**config.mk**
```make
export PLATFORM = sky130hd
export DESIGN_NAME = bats_seq_unit_filter
export DESIGN_NICKNAME = d
export VERILOG_FILES = /design/src/rtl/bats_seq_unit_filter.sv
export SDC_FILE = /design/constraint.sdc
export NUM_CORES = 1
export LEC_CHECK = 0
export ABC_CLOCK_PERIOD_IN_PS = 5290
export CAP_MARGIN = 15
export CORE_ASPECT_RATIO = 0.8
export CORE_MARGIN = 8
export CORE_UTILIZATION = 55
export DETAILED_ROUTE_END_ITERATION = 6
export PLACE_DENSITY = 0.81
export SYNTH_ARGS = -nofsm -noshare
export SYNTH_HDL_FRONTEND = slang
export SYNTH_SLANG_ARGS = --single-unit
```
**constraint.sdc**
```tcl
create_clock -name Clk40 -period 5.29 [get_ports Clk40]
set_clock_uncertainty 0.2 [all_clocks]
set_input_delay 1.3225 -clock Clk40 [delete_from_list [all_inputs] [get_ports Clk40]]
set_output_delay 1.3225 -clock Clk40 [all_outputs]
set_load 0.005 [all_outputs]
```
**src/rtl/bats_seq_unit_filter.sv**
```systemverilog
// bats_seq_unit_filter: sequenced-unit gate in front of the BATS parser.
// Inspects the Sequenced Unit Header at the start of each UDP datagram. New or
// in-order datagrams are forwarded unchanged. Duplicates, heartbeats and
// malformed headers are discarded. Sequence gaps produce a one-cycle report.
// Optional build macro: BATS_SEQ_STATS_EN enables the saturating statistics
// counters. When it is undefined, the stat_* ports are tied to zero.

module bats_seq_unit_filter #(
    parameter int unsigned NUM_UNITS = 8
) (
    input  logic        Clk40,
    input  logic        reset_n,
    input  logic        sync_clear,
    input  logic [63:0] in_bytes,
    input  logic [7:0]  in_byte_enables,
    input  logic        in_data_valid,
    input  logic        in_last,
    output logic        in_ready,
    output logic [63:0] out_bytes,
    output logic [7:0]  out_byte_enables,
    output logic        out_data_valid,
    input  logic        out_ready,
    output logic        gap_valid,
    output logic [7:0]  gap_unit,
    output logic [31:0] gap_size,
    output logic [31:0] stat_fwd_dgrams,
    output logic [31:0] stat_dup_dgrams,
    output logic [31:0] stat_gap_events,
    output logic [31:0] stat_malformed
);

    localparam int unsigned DATA_W  = 64;
    localparam int unsigned BE_W    = 8;
    localparam int unsigned SEQ_W   = 32;
    localparam int unsigned LEN_W   = 16;
    localparam int unsigned BYTE_W  = 8;
    localparam int unsigned STAT_W  = 32;
    localparam int unsigned UNIT_W  = (NUM_UNITS > 1) ? $clog2(NUM_UNITS) : 1;
    localparam int unsigned MIN_HDR = 8;

    typedef enum logic [1:0] {
        ST_IDLE = 2'd0,
        ST_FWD  = 2'd1,
        ST_DROP = 2'd2
    } state_e;

    state_e state_q, state_d;

    // Output stage registers
    logic [DATA_W-1:0] out_bytes_q;
    logic [BE_W-1:0]   out_be_q;
    logic              out_valid_q;
    logic              gap_valid_q;
    logic [BYTE_W-1:0] gap_unit_q;
    logic [SEQ_W-1:0]  gap_size_q;

    // Expected-next-sequence table, zero means the unit is not yet synced
    logic [SEQ_W-1:0] tbl_q [NUM_UNITS];

    // Header fields, little-endian over byte0 = [63:56]
    logic [BYTE_W-1:0] b0, b1, b2, b3, b4, b5, b6, b7;
    logic [LEN_W-1:0]  hdr_len;
    logic [BYTE_W-1:0] hdr_count;
    logic [BYTE_W-1:0] hdr_unit;
    logic [SEQ_W-1:0]  hdr_seq;
    logic [UNIT_W-1:0] unit_idx;
    logic [SEQ_W-1:0]  exp_seq;
    logic [SEQ_W-1:0]  nxt_seq;
    logic              hdr_malformed;

    // Decisions produced by the next-state logic
    logic accept;
    logic fwd_word;
    logic tbl_we;
    logic gap_set;
    logic ev_fwd;
    logic ev_dup;
    logic ev_mal;

    // Header field extraction
    always_comb begin
        b0        = in_bytes[63:56];
        b1        = in_bytes[55:48];
        b2        = in_bytes[47:40];
        b3        = in_bytes[39:32];
        b4        = in_bytes[31:24];
        b5        = in_bytes[23:16];
        b6        = in_bytes[15:8];
        b7        = in_bytes[7:0];
        hdr_len   = {b1, b0};
        hdr_count = b2;
        hdr_unit  = b3;
        hdr_seq   = {b7, b6, b5, b4};
        unit_idx  = hdr_unit[UNIT_W-1:0];
        exp_seq   = tbl_q[unit_idx];
        nxt_seq   = hdr_seq + SEQ_W'(hdr_count);
        hdr_malformed = (in_byte_enables != 8'hFF)
                      || (hdr_len < LEN_W'(MIN_HDR))
                      || (SEQ_W'(hdr_unit) >= SEQ_W'(NUM_UNITS));
    end

    // The drop state sinks words freely; otherwise the single output stage gates input
    assign in_ready = (state_q == ST_DROP) || !out_valid_q || out_ready;
    assign accept   = in_data_valid && in_ready;

    // FSM state register
    always_ff @(posedge Clk40 or negedge reset_n) begin
        if (!reset_n) begin
            state_q <= ST_IDLE;
        end else begin
            state_q <= state_d;
        end
    end

    // Next-state logic and per-datagram decision on the header word
    always_comb begin
        state_d  = state_q;
        fwd_word = 1'b0;
        tbl_we   = 1'b0;
        gap_set  = 1'b0;
        ev_fwd   = 1'b0;
        ev_dup   = 1'b0;
        ev_mal   = 1'b0;
        unique case (state_q)
            ST_IDLE: begin
                if (accept) begin
                    if (hdr_malformed) begin
                        ev_mal = 1'b1;
                        if (!in_last) state_d = ST_DROP;
                    end else if (hdr_count == '0) begin
                        if (!in_last) state_d = ST_DROP;
                    end else if (hdr_unit == '0) begin
                        fwd_word = 1'b1;
                        ev_fwd   = 1'b1;
                        if (!in_last) state_d = ST_FWD;
                    end else if ((exp_seq != '0) && (nxt_seq <= exp_seq)) begin
                        ev_dup = 1'b1;
                        if (!in_last) state_d = ST_DROP;
                    end else begin
                        fwd_word = 1'b1;
                        ev_fwd   = 1'b1;
                        tbl_we   = 1'b1;
                        gap_set  = (exp_seq != '0) && (hdr_seq > exp_seq);
                        if (!in_last) state_d = ST_FWD;
                    end
                end
            end
            ST_FWD: begin
                if (accept) begin
                    fwd_word = 1'b1;
                    if (in_last) state_d = ST_IDLE;
                end
            end
            ST_DROP: begin
                if (accept && in_last) state_d = ST_IDLE;
            end
            default: state_d = ST_IDLE;
        endcase
        if (sync_clear) begin
            state_d  = ST_IDLE;
            fwd_word = 1'b0;
            tbl_we   = 1'b0;
            gap_set  = 1'b0;
            ev_fwd   = 1'b0;
            ev_dup   = 1'b0;
            ev_mal   = 1'b0;
        end
    end

    // Single-stage output register and gap report
    always_ff @(posedge Clk40 or negedge reset_n) begin
        if (!reset_n) begin
            out_bytes_q <= '0;
            out_be_q    <= '0;
            out_valid_q <= 1'b0;
            gap_valid_q <= 1'b0;
            gap_unit_q  <= '0;
            gap_size_q  <= '0;
        end else if (sync_clear) begin
            out_bytes_q <= '0;
            out_be_q    <= '0;
            out_valid_q <= 1'b0;
            gap_valid_q <= 1'b0;
            gap_unit_q  <= '0;
            gap_size_q  <= '0;
        end else begin
            if (fwd_word) begin
                out_bytes_q <= in_bytes;
                out_be_q    <= in_byte_enables;
                out_valid_q <= 1'b1;
            end else if (out_ready) begin
                out_valid_q <= 1'b0;
            end
            gap_valid_q <= gap_set;
            if (gap_set) begin
                gap_unit_q <= hdr_unit;
                gap_size_q <= hdr_seq - exp_seq;
            end
        end
    end

    // Expected-sequence table update
    always_ff @(posedge Clk40 or negedge reset_n) begin
        if (!reset_n) begin
            for (int i = 0; i < NUM_UNITS; i++) tbl_q[i] <= '0;
        end else if (sync_clear) begin
            for (int i = 0; i < NUM_UNITS; i++) tbl_q[i] <= '0;
        end else if (tbl_we) begin
            tbl_q[unit_idx] <= nxt_seq;
        end
    end

    assign out_bytes        = out_bytes_q;
    assign out_byte_enables = out_be_q;
    assign out_data_valid   = out_valid_q;
    assign gap_valid        = gap_valid_q;
    assign gap_unit         = gap_unit_q;
    assign gap_size         = gap_size_q;

`ifdef BATS_SEQ_STATS_EN
    logic [STAT_W-1:0] fwd_cnt_q, dup_cnt_q, gap_cnt_q, mal_cnt_q;

    // Saturating datagram statistics
    always_ff @(posedge Clk40 or negedge reset_n) begin
        if (!reset_n) begin
            fwd_cnt_q <= '0;
            dup_cnt_q <= '0;
            gap_cnt_q <= '0;
            mal_cnt_q <= '0;
        end else if (sync_clear) begin
            fwd_cnt_q <= '0;
            dup_cnt_q <= '0;
            gap_cnt_q <= '0;
            mal_cnt_q <= '0;
        end else begin
            if (ev_fwd && (fwd_cnt_q != '1)) fwd_cnt_q <= fwd_cnt_q + STAT_W'(1);
            if (ev_dup && (dup_cnt_q != '1)) dup_cnt_q <= dup_cnt_q + STAT_W'(1);
            if (gap_set && (gap_cnt_q != '1)) gap_cnt_q <= gap_cnt_q + STAT_W'(1);
            if (ev_mal && (mal_cnt_q != '1)) mal_cnt_q <= mal_cnt_q + STAT_W'(1);
        end
    end

    assign stat_fwd_dgrams = fwd_cnt_q;
    assign stat_dup_dgrams = dup_cnt_q;
    assign stat_gap_events = gap_cnt_q;
    assign stat_malformed  = mal_cnt_q;
`else
    logic unused_stat_events;
    assign unused_stat_events = ^{ev_fwd, ev_dup, ev_mal};

    assign stat_fwd_dgrams = '0;
    assign stat_dup_dgrams = '0;
    assign stat_gap_events = '0;
    assign stat_malformed  = '0;
`endif

endmodule

```
# Yosys cells after proc, flatten, opt, wreduce, memory -nomap -nowiden
# Cells that the tools add are included.
[classes]
n_bitwise = 1
mux = 53
n_div = 0
n_eq_ne = 7
multipliers = 0
n_reduce_logical = 19
addsub = 2
shifts = 0
n_lt_le_gt_ge = 6
[ops]
columns = ["operator", "count"]
rows = [
  ["$mux W256", 2],
  ["$bwmux W256", 1],
  ["$mux W32", 5],
  ["$mux W64", 2],
  ["$bmux W32 S3", 1],
  ["$demux W32 S3", 1],
  ["$add A32 B8 Y32", 1],
  ["$gt A32 B32 Y1", 1],
  ["$le A32 B32 Y1", 1],
  ["$mux W8", 4],
  ["$reduce_bool A32 Y1", 1],
  ["$sub A32 B32 Y32", 1],
  ["$mux W1", 24],
  ["$mux W2", 11],
  ["$logic_not A8 Y1", 2],
  ["$lt A16 B4 Y1 const B", 1],
  ["$ne A3 B3 Y1 const B", 3],
  ["$ge A8 B4 Y1 const B", 1],
  ["$ne A8 B8 Y1 const B", 1],
  ["$pmux W2 S3", 1],
  ["$reduce_bool A2 Y1", 3],
  ["$logic_and A1 B1 Y1", 5],
  ["$ge A4 B4 Y1 const B", 1],
  ["$logic_or A1 B1 Y1", 4],
  ["10 further kinds", 10],
]
[totals]
output_inout_bits = 243
inputBits = 78
mem_bits_rw = 0
rom_bits = 0
latch_bits = 0
reg_bits = 372
memories = 0
word_cells = 103

# Longest topological paths before layout
# Gate-level depths: netlist (run 1).
[logic_depth]
depth_word = 15
mapped_depth = 23
depth_no_buf = 20

# Worst setup path after synthesis (run 1)
# Ideal clock, no wire load.
[synth_timing]
path_kind = "input to register"
from = "in in_bytes[33]"
to = "reg gap_unit_q[1], in the netlist gap_unit[1]"
path_slack_ns = -1.232
cell_stages = 19
path_buffers = 7
t_arrival_ns = 6.190
t_required_ns = 4.958
setup_time_ns = 0.132
path_cell_list = "buf_4 > buf_2 > buf_2 > buf_2 > buf_1 > mux4_2 > mux2i_1 > ha_1 > and4_1 > or3b_2 > a211oi_1 > or3_1 > a21oi_1 > o31a_1 > nor4_1 > clkbuf_1 > buf_2 > mux2i_1 > nor2_1"
[synth_between]
elab_chain_cells = 14
elab_cells_between_ends = 22
classes_between = "3 x order compare; 12 x mux; 1 x bitwise; 6 x reduce/logical"
[synth_rtl]
columns = ["element", "line_no", "source"]
rows = [
  ["from (decl)", "14", "input logic [63:0] in_bytes,"],
  ["$not A3 Y4 (not written as such)", "95", "exp_seq = tbl_q[unit_idx];"],
  ["$bmux W32 S3", "95", ""],
  ["$mux W32 (not written as such) (2 in series)", "95", ""],
  ["$gt A32 B32 Y1 (tied with other cells)", "143", "gap_set = (exp_seq != '0) && (hdr_seq > exp_seq);"],
  ["$logic_and A1 B1 Y1 (on tied branches)", "143, 136", ""],
  ["$mux W1", "136", "end else if ((exp_seq != '0) && (nxt_seq <= exp_seq)) begin"],
  ["$mux W1", "132", "end else if (hdr_unit == '0) begin"],
  ["$mux W1", "130", "end else if (hdr_count == '0) begin"],
  ["$mux W1", "127", "if (hdr_malformed) begin"],
  ["$mux W1", "126", "if (accept) begin"],
  ["$mux W1", "124", "unique case (state_q)"],
  ["$mux W1", "159", "if (sync_clear) begin"],
  ["$reduce_bool A2 Y1 (no line)", "--", ""],
  ["to (signal assigned)", "196", "gap_unit_q <= hdr_unit;"],
  ["to (decl)", "54", "logic [BYTE_W-1:0] gap_unit_q;"],
]
# Several ways; a longest one is shown, not always the timed one. The select of a mux whose other input is x is not followed.
# A chain may end at the register's enable or synchronous reset.

# Worst setup path in the final report (run 1)
[layout_timing]
from = "in in_bytes[30]"
to = "reg tbl_q[204] (netlist name)"
[layout_between]
elab_chain_cells = 11
elab_cells_between_ends = 14
classes_between = "1 x add/sub; 1 x order compare; 10 x mux; 2 x reduce/logical"
[layout_rtl]
columns = ["element", "line_no", "source"]
rows = [
  ["$add A32 B8 Y32 *", "96", "nxt_seq = hdr_seq + SEQ_W'(hdr_count);"],
  ["$le A32 B32 Y1", "136", ""],
  ["$logic_and A1 B1 Y1", "136", ""],
  ["$mux W1", "--", ""],
  ["$mux W1", "132", ""],
  ["$mux W1", "130", ""],
  ["$mux W1", "127", ""],
  ["$mux W1", "126", ""],
  ["$mux W1", "124", ""],
  ["$mux W1", "159", ""],
  ["$reduce_bool A2 Y1 (no line)", "--", ""],
  ["to (signal, indexed assignment)", "209", "tbl_q[unit_idx] <= nxt_seq;"],
  ["to (decl)", "58", "logic [SEQ_W-1:0] tbl_q [NUM_UNITS];"],
]
# Mark *: on every way between the ends. The rest lies on a longest branch, timed or not. The select of a mux whose other input is x is not followed.

==> impl_metrics.env, run 1 <==
export IMPL_violations="negative setup slack"
export IMPL_holdWs_ps=283
export IMPL_antenna_found_initial=0
export IMPL_post_place_ws_ps=-1360
export IMPL_period_minus_slack_ps=5810
export IMPL_start_util=0.555
export IMPL_synth_area_leaders="dfrtp_1 44%, mux2i_1 16%, nor2_1 6.1%, mux4_2 4.8%, buf_4 4.6%"
export IMPL_ys_flop_type="dfrtp_1"
export IMPL_seq_area_frac_synth=0.441
export IMPL_postLayoutCellArea_sq_um=28900
export IMPL_first_pass_iters=6
export IMPL_ant_nets=0
export IMPL_drt_iter0_drc=2291
export IMPL_final_util=0.761
export IMPL_yosysTopAreaCell="dfrtp_1"
export IMPL_h_tree_depth=2
export IMPL_tightest_slew_ps=972
export IMPL_num_rows=64
export IMPL_critPathKind="input pin to register"
export IMPL_synthesis_area_sq_um=21100
export IMPL_powerDensity_nw_per_um2=232
export IMPL_power_switching_w=0.00180
export IMPL_place_area_sq_um=25700
export IMPL_die_area_sq_um=45000
export IMPL_hold_viol=0
export IMPL_async_flop_share=1.00
export IMPL_p_leak_nw=15.3
export IMPL_clk_latency_ps=570
export IMPL_power_internal_w=0.00490
export IMPL_n_antenna_cell=0
export IMPL_numCtsBuffers=38
export IMPL_pwr_share_comb=0.149
export IMPL_synth_area_per_cell_sq_um=10.6
export IMPL_finalWorstSetupSlack_ps=-515
export IMPL_wirelength_um=77900
export IMPL_place_congestion=0.924
export IMPL_grt_pass1_wl_um=106000
export IMPL_vias=19100
export IMPL_viasPerCell=6.24
export IMPL_nets=2697
export IMPL_grt_pass1_vias=18400
export IMPL_synth_edf_count=0
export IMPL_slew_viol_final=0
export IMPL_synth_cells=1991
export IMPL_peakVddDrop_mv=0.268
export IMPL_io_pins=321
export IMPL_required_ps=5480
export IMPL_p_clk_frac=0.427
export IMPL_port_buffers=192
export IMPL_coreArea_sq_um=38000
export IMPL_routedWlPerCell_um=25.4
export IMPL_ys_seq_elements=372
export IMPL_fmax_mhz=172
export IMPL_cts_tree="done"
export IMPL_synthDistinctLibCells=79
export IMPL_dp_hpwl_um=47000
export IMPL_rsz0062_at_grt="yes"
export IMPL_root_buffer="clkbuf_16"
export IMPL_pwr_share_seq=0.424
export IMPL_cp_arrival_ps=5990
export IMPL_dieWidth_um=235
export IMPL_cap_violations=0
export IMPL_end_kind="register"
export IMPL_drive_gt1_frac=0.268
export IMPL_cp_start_kind="input pin"
export IMPL_worst_path_max_fanout=6
export IMPL_clk_pin_slew_worst_paths_ps=70
export IMPL_status="finished, violations left"
export IMPL_slew_headroom=0.352
export IMPL_post_route_period_util=1.10
export IMPL_drc_errors=0
export IMPL_finalSetupViolCount=339
export IMPL_clock_sinks=372
export IMPL_syn_to_final_growth_pct=37.1
export IMPL_nFillCells=2207
export IMPL_grt_remaining_overflow=0
export IMPL_die_h_um=191
export IMPL_holdCritPathClass="register to register"
export IMPL_yosys_warnings=0
export IMPL_total_power_w=0.00671
export IMPL_sw_frac_of_total=0.269
export IMPL_grt_max_degree=147
export IMPL_cts_buffer_depth=3
export IMPL_track_usage=0.298
export IMPL_synth_top_cell_area_share=0.441
[critical path: stages]
cell and delay [ps]:
clkdlybuf4s50_1 470, ha_1 340, nand2_1 150, buf_4 190, a21oi_4 170, buf_12 160
o211ai_1 150, xnor2_2 210, ha_1 360, nand4_1 170, buf_4 200, a2111o_1 390
a31oi_4 230, o22ai_4 130, buf_6 130, o21ai_4 100, buf_6 140, nand4_4 180
buf_8 230, mux2i_1 400, nor2_1 140
[per-layer routing]
| layer | vias up | part of all wire | track usage |
|---|---|---|---|
| li1 | 7907 | - | - |
| met1 | 9546 | 0.38 | 0.388 |
| met2 | 1350 | 0.47 | 0.493 |
| met3 | 319 | 0.11 | 0.0615 |
| met4 | 0 | 0.045 | 0.112 |
| met5 | - | 0 | 0 |
[state kept, by name (all words and copies together), names as in the netlist]
register	cells
tbl_q	256
out_bytes	64
gap_size	32
gap_unit	8
out_byte_enables	8
state_q	2
gap_valid	1
out_data_valid	1
[synth_stat cells, types with 11 or more instances]
master and number:
dfrtp_1 372, nor2_1 345, mux2i_1 328, buf_4 129, a21oi_1 73, ha_1 72, nand2_1 70, clkbuf_1 58
mux4_2 45, nor2b_1 45, xnor2_1 42, buf_2 38, nand3_1 33, o21ai_0 32, inv_1 20, nand4_1 20
o211ai_1 16, a21o_1 15, and3_1 13, a211oi_1 12, a221oi_1 12, nor3_1 12, o21a_1 11, or4_1 11
[layout make-up]
class                      instances  area [sq um]  share of cell area
multi-input combinational       1490         11500               0.398
sequential                       372          9310               0.322
timing repair buffer             621          6100               0.211
clock buffer                      57          1180              0.0409
tap                              495           619              0.0214
clock inverter                     9           124             0.00428
inverter                          22          82.6             0.00285
[cells by family after synthesis]
kind of cell / count (synthesis) / share of synthesized area
DFF: 372 / 0.441
adders and majority gates: 74 / 0.0446
other: 1 / 0.000178
AOI/OAI and AO/OA: 230 / 0.0728
and+or+nand+nor: 622 / 0.139
xor gates and xnor gates: 52 / 0.0216
muxes: 383 / 0.209
buffers and inverters: 257 / 0.0719
[power by group through the flow]
stage | sequential [W] | combinational [W] | clock, W
after floorplan | 0.00290 | 0.000476 | 0
after global placement | 0.00290 | 0.000832 | 0
after detailed placement | 0.00290 | 0.000850 | 0
after CTS | 0.00285 | 0.000906 | 0.00285
after global routing | 0.00284 | 0.00105 | 0.00298
final | 0.00285 | 0.000998 | 0.00286
[final timing paths]
| path | from | end | slack (ps) | cells past startpoint |
|---|---|---|---|---|
| min | gap_unit[7] | gap_unit[7] | 280 | 1 |
| min reg2reg | gap_unit[7] | gap_unit[7] | 280 | 1 |
| max | in_bytes[30] | tbl_q[204] | -520 | 21 |
| min in group asynchronous | reset_n | gap_unit[2] | 670 | 1 |
| max in group asynchronous | reset_n | out_bytes[20] | 3160 | 2 |
| max reg2reg | tbl_q[108] | tbl_q[204] | 620 | 17 |
[timing repair]
action	CTS	global route
cloned	9	22
gates resized for setup	102	120
endpoints found under the hold margin	0	0
setup endpoints to repair	340	340
setup buffers	36	39
hold buffers	0	0
pin swaps	41	36
[layout by cell type (no fill, tap or decap), types with 8 or more instances in the layout]
cell type,synthesis,routed
clkbuf_8,0,14
xnor2_2,0,17
mux4_2,45,45
nand3_1,33,31
ha_1,72,67
o211ai_1,16,16
buf_4,129,340
o21a_1,11,11
xnor2_1,42,25
and2_1,10,10
nor4_1,9,8
o21ai_0,32,21
nor2b_1,45,42
mux2_2,10,10
inv_1,20,18
and3_1,13,11
dfrtp_1,372,372
nand4_1,20,20
a21oi_2,0,10
nor3_1,12,12
a221oi_1,12,8
buf_8,0,8
nand2b_1,10,9
clkbuf_16,0,59
nand2_1,70,58
mux2i_1,328,302
conb_1,1,128
xor2_1,10,10
mux2i_2,0,19
nand3b_1,10,10
a21o_1,15,15
o21ai_1,1,8
clkdlybuf4s50_1,0,166
buf_6,3,34
nor2_1,345,340
a211oi_1,12,9
a21oi_1,73,62
buf_12,0,30
dlygate4sd2_1,0,13
[metrics by stage]
stage               setup TNS (ps)  instances
global placement           -372660       2904
CTS                           -969       3013
detailed placement         -415230       2904
finish                      -86680       3066
floorplan                   -13960       2118
global route                -99950       3066
Note: power is estimated with default switching activity, not from simulation.
==> inputs of run 2 (changes only) <==
Settings changed: GPL_TIMING_DRIVEN set to 0.
==> run 2 against run 1 <==
Net effect: the flow still finishes with violations (negative setup slack); core utilization grew 0.55 points; hold slack gained 5.8 ps; combinational power is essentially flat; global-route usage grew 2.8 points; largest cell class unchanged; highest routed layer is now met5.
==> impl_metrics.env, run 2 (synthesis gave the netlist of run 1 again) <==
export IMPL_status="finished, violations left"
export IMPL_violations="negative setup slack"
export IMPL_numCtsBuffers=39
export IMPL_end_kind="register"
export IMPL_finalWorstSetupSlack_ps=-212
export IMPL_drt_iter0_drc=2521
export IMPL_clk_latency_ps=560
export IMPL_holdCritPathClass="register to register"
export IMPL_cap_violations=0
export IMPL_cp_slowest_cell="a221oi_2"
export IMPL_largest_reg_flops=256
export IMPL_routedWlPerCell_um=26.9
export IMPL_powerDensity_nw_per_um2=227
export IMPL_ant_nets=0
export IMPL_cts_hold_buf=0
export IMPL_syn_to_final_growth_pct=38.1
export IMPL_die_h_um=191
export IMPL_pwr_share_seq=0.430
export IMPL_viasPerCell=6.19
export IMPL_rsz0062_at_grt="yes"
export IMPL_dieWidth_um=235
export IMPL_route_met2_wl_um=36300
export IMPL_mostFrequentLayoutCells="372 x dfrtp_1, 338 x nor2_1, 295 x mux2i_1"
export IMPL_highest_layer="met5"
export IMPL_holdWs_ps=289
export IMPL_cts_tree="done"
export IMPL_place_area_sq_um=24700
export IMPL_drive_gt1_frac=0.257
export IMPL_cp_top_family="compound AO/OA/AOI/OAI gates"
export IMPL_postLayoutCellArea_sq_um=29200
export IMPL_critPathKind="input pin to register"
export IMPL_hold_viol=0
export IMPL_place_congestion=0.975
export IMPL_root_buffer="clkbuf_16"
export IMPL_dp_hpwl_um=53700
export IMPL_coreArea_sq_um=38000
export IMPL_cp_arrival_ps=5710
export IMPL_required_ps=5500
export IMPL_peakVddDrop_mv=0.247
export IMPL_final_common_cell="dfrtp_1"
export IMPL_wl_met1_um=31500
export IMPL_antenna_found_initial=2
export IMPL_grt_pass1_vias=17800
export IMPL_post_route_period_util=1.04
export IMPL_track_usage=0.326
export IMPL_total_power_w=0.00662
export IMPL_first_pass_iters=7
export IMPL_worst_path_max_fanout=10
export IMPL_tightest_slew_ps=1010
export IMPL_clk_pin_slew_worst_paths_ps=70
export IMPL_period_minus_slack_ps=5500
export IMPL_num_rows=64
export IMPL_grt_remaining_overflow=0
export IMPL_p_leak_nw=15.1
export IMPL_wirelength_um=80900
export IMPL_slew_headroom=0.323
export IMPL_h_tree_depth=2
export IMPL_power_switching_w=0.00182
export IMPL_wl_met3_um=9610
export IMPL_sw_frac_of_total=0.275
export IMPL_power_internal_w=0.00480
export IMPL_p_clk_frac=0.418
export IMPL_regMostFlops="tbl_q"
export IMPL_worst_path_largest_cell_delay_ps=340
export IMPL_die_area_sq_um=45000
export IMPL_grt_pass1_wl_um=112000
export IMPL_clock_sinks=372
export IMPL_vias=18600
export IMPL_crit_buf_inv=4
export IMPL_pwr_share_comb=0.152
export IMPL_crit_chain="clkdlybuf4s15_2, and3_1, and3_1, clkbuf_4, o21ai_2, a21bo_4, nand3_2, xnor2_4, ha_1, a21oi_1, o21ai_1, a221oi_2, o31ai_4, o22ai_4, o21ai_4, nand4b_1, buf_6, buf_12, mux2i_1, nor2_1"
export IMPL_port_buffers=189
export IMPL_slew_viol_final=0
export IMPL_final_util=0.766
export IMPL_io_pins=321
export IMPL_finalSetupViolCount=315
export IMPL_drc_errors=0
export IMPL_post_place_ws_ps=-2940
export IMPL_start_util=0.555
export IMPL_cts_buffer_depth=3
export IMPL_cpMostUsedCell="and3_1"
export IMPL_grt_max_degree=122
export IMPL_fmax_mhz=182
export IMPL_nets=2640
export IMPL_cp_start_kind="input pin"
run 2: metal layers:
metal	global-route usage	vias up
met1	0.444	9330
li1	-	7797
met2	0.501	1240
met3	0.0932	270
met5	0	-
met4	0.108	4
run 2: power groups by stage:
| stage | sequential, W | clock, W | combinational [W] |
|---|---|---|---|
| after global placement | 0.00290 | 0 | 0.000792 |
| final | 0.00285 | 0.00277 | 0.00100 |
| after detailed placement | 0.00290 | 0 | 0.000814 |
| after global routing | 0.00284 | 0.00288 | 0.00106 |
| after CTS | 0.00285 | 0.00276 | 0.000923 |
| after floorplan | 0.00290 | 0 | 0.000476 |
run 2: area by class of cell:
class	instances	area (sq um)
Buffer	233	2260
Fill cell	2435	8880
Multi-Input combinational cell	1490	12000
Tap cell	495	619
Antenna cell	1	2.50
Inverter	22	85.1
Timing Repair Buffer	330	3620
Sequential cell	372	9310
Clock buffer	55	1150
Clock inverter	12	110
run 2: worst register-to-register path: cells and delay by family, from the launching register on:
kind,cells,cell delay [ps]
AOI/OAI and AO/OA,6,1210
adders and majority gates,1,400
buffers and inverters,2,410
DFF,1,350
and+or+nand+nor,5,1990
run 2: what timing repair did:
action / CTS / global route
pin swaps: 50 / 42
endpoints found under the hold margin: 0 / 0
gates resized for setup: 277 / 173
setup buffers: 74 / 41
cloned: 4 / 23
endpoints found under the setup margin: 340 / 340
run 2: worst paths after layout:
path,to,slack (ps),cells past startpoint,startpoint
setup reg to reg,gap_size[19],610,14,tbl_q[169]
hold reg to reg,gap_unit[6],290,1,gap_unit[6]
max in group asynchronous,tbl_q[38],3060,3,reset_n
setup / recovery,tbl_q[58],-210,20,in_bytes[17]
min in group asynchronous,gap_unit[7],440,1,reset_n
hold / removal,gap_unit[6],290,1,gap_unit[6]
run 2: per-stage QoR:
| stage | setup TNS [ps] | cells |
|---|---|---|
| finish | -30110 | 3010 |
| global route | -75110 | 3009 |
| CTS | -347 | 2948 |
| detailed placement | -823090 | 2806 |
| global placement | -5732310 | 2802 |
| floorplan | -13960 | 2118 |
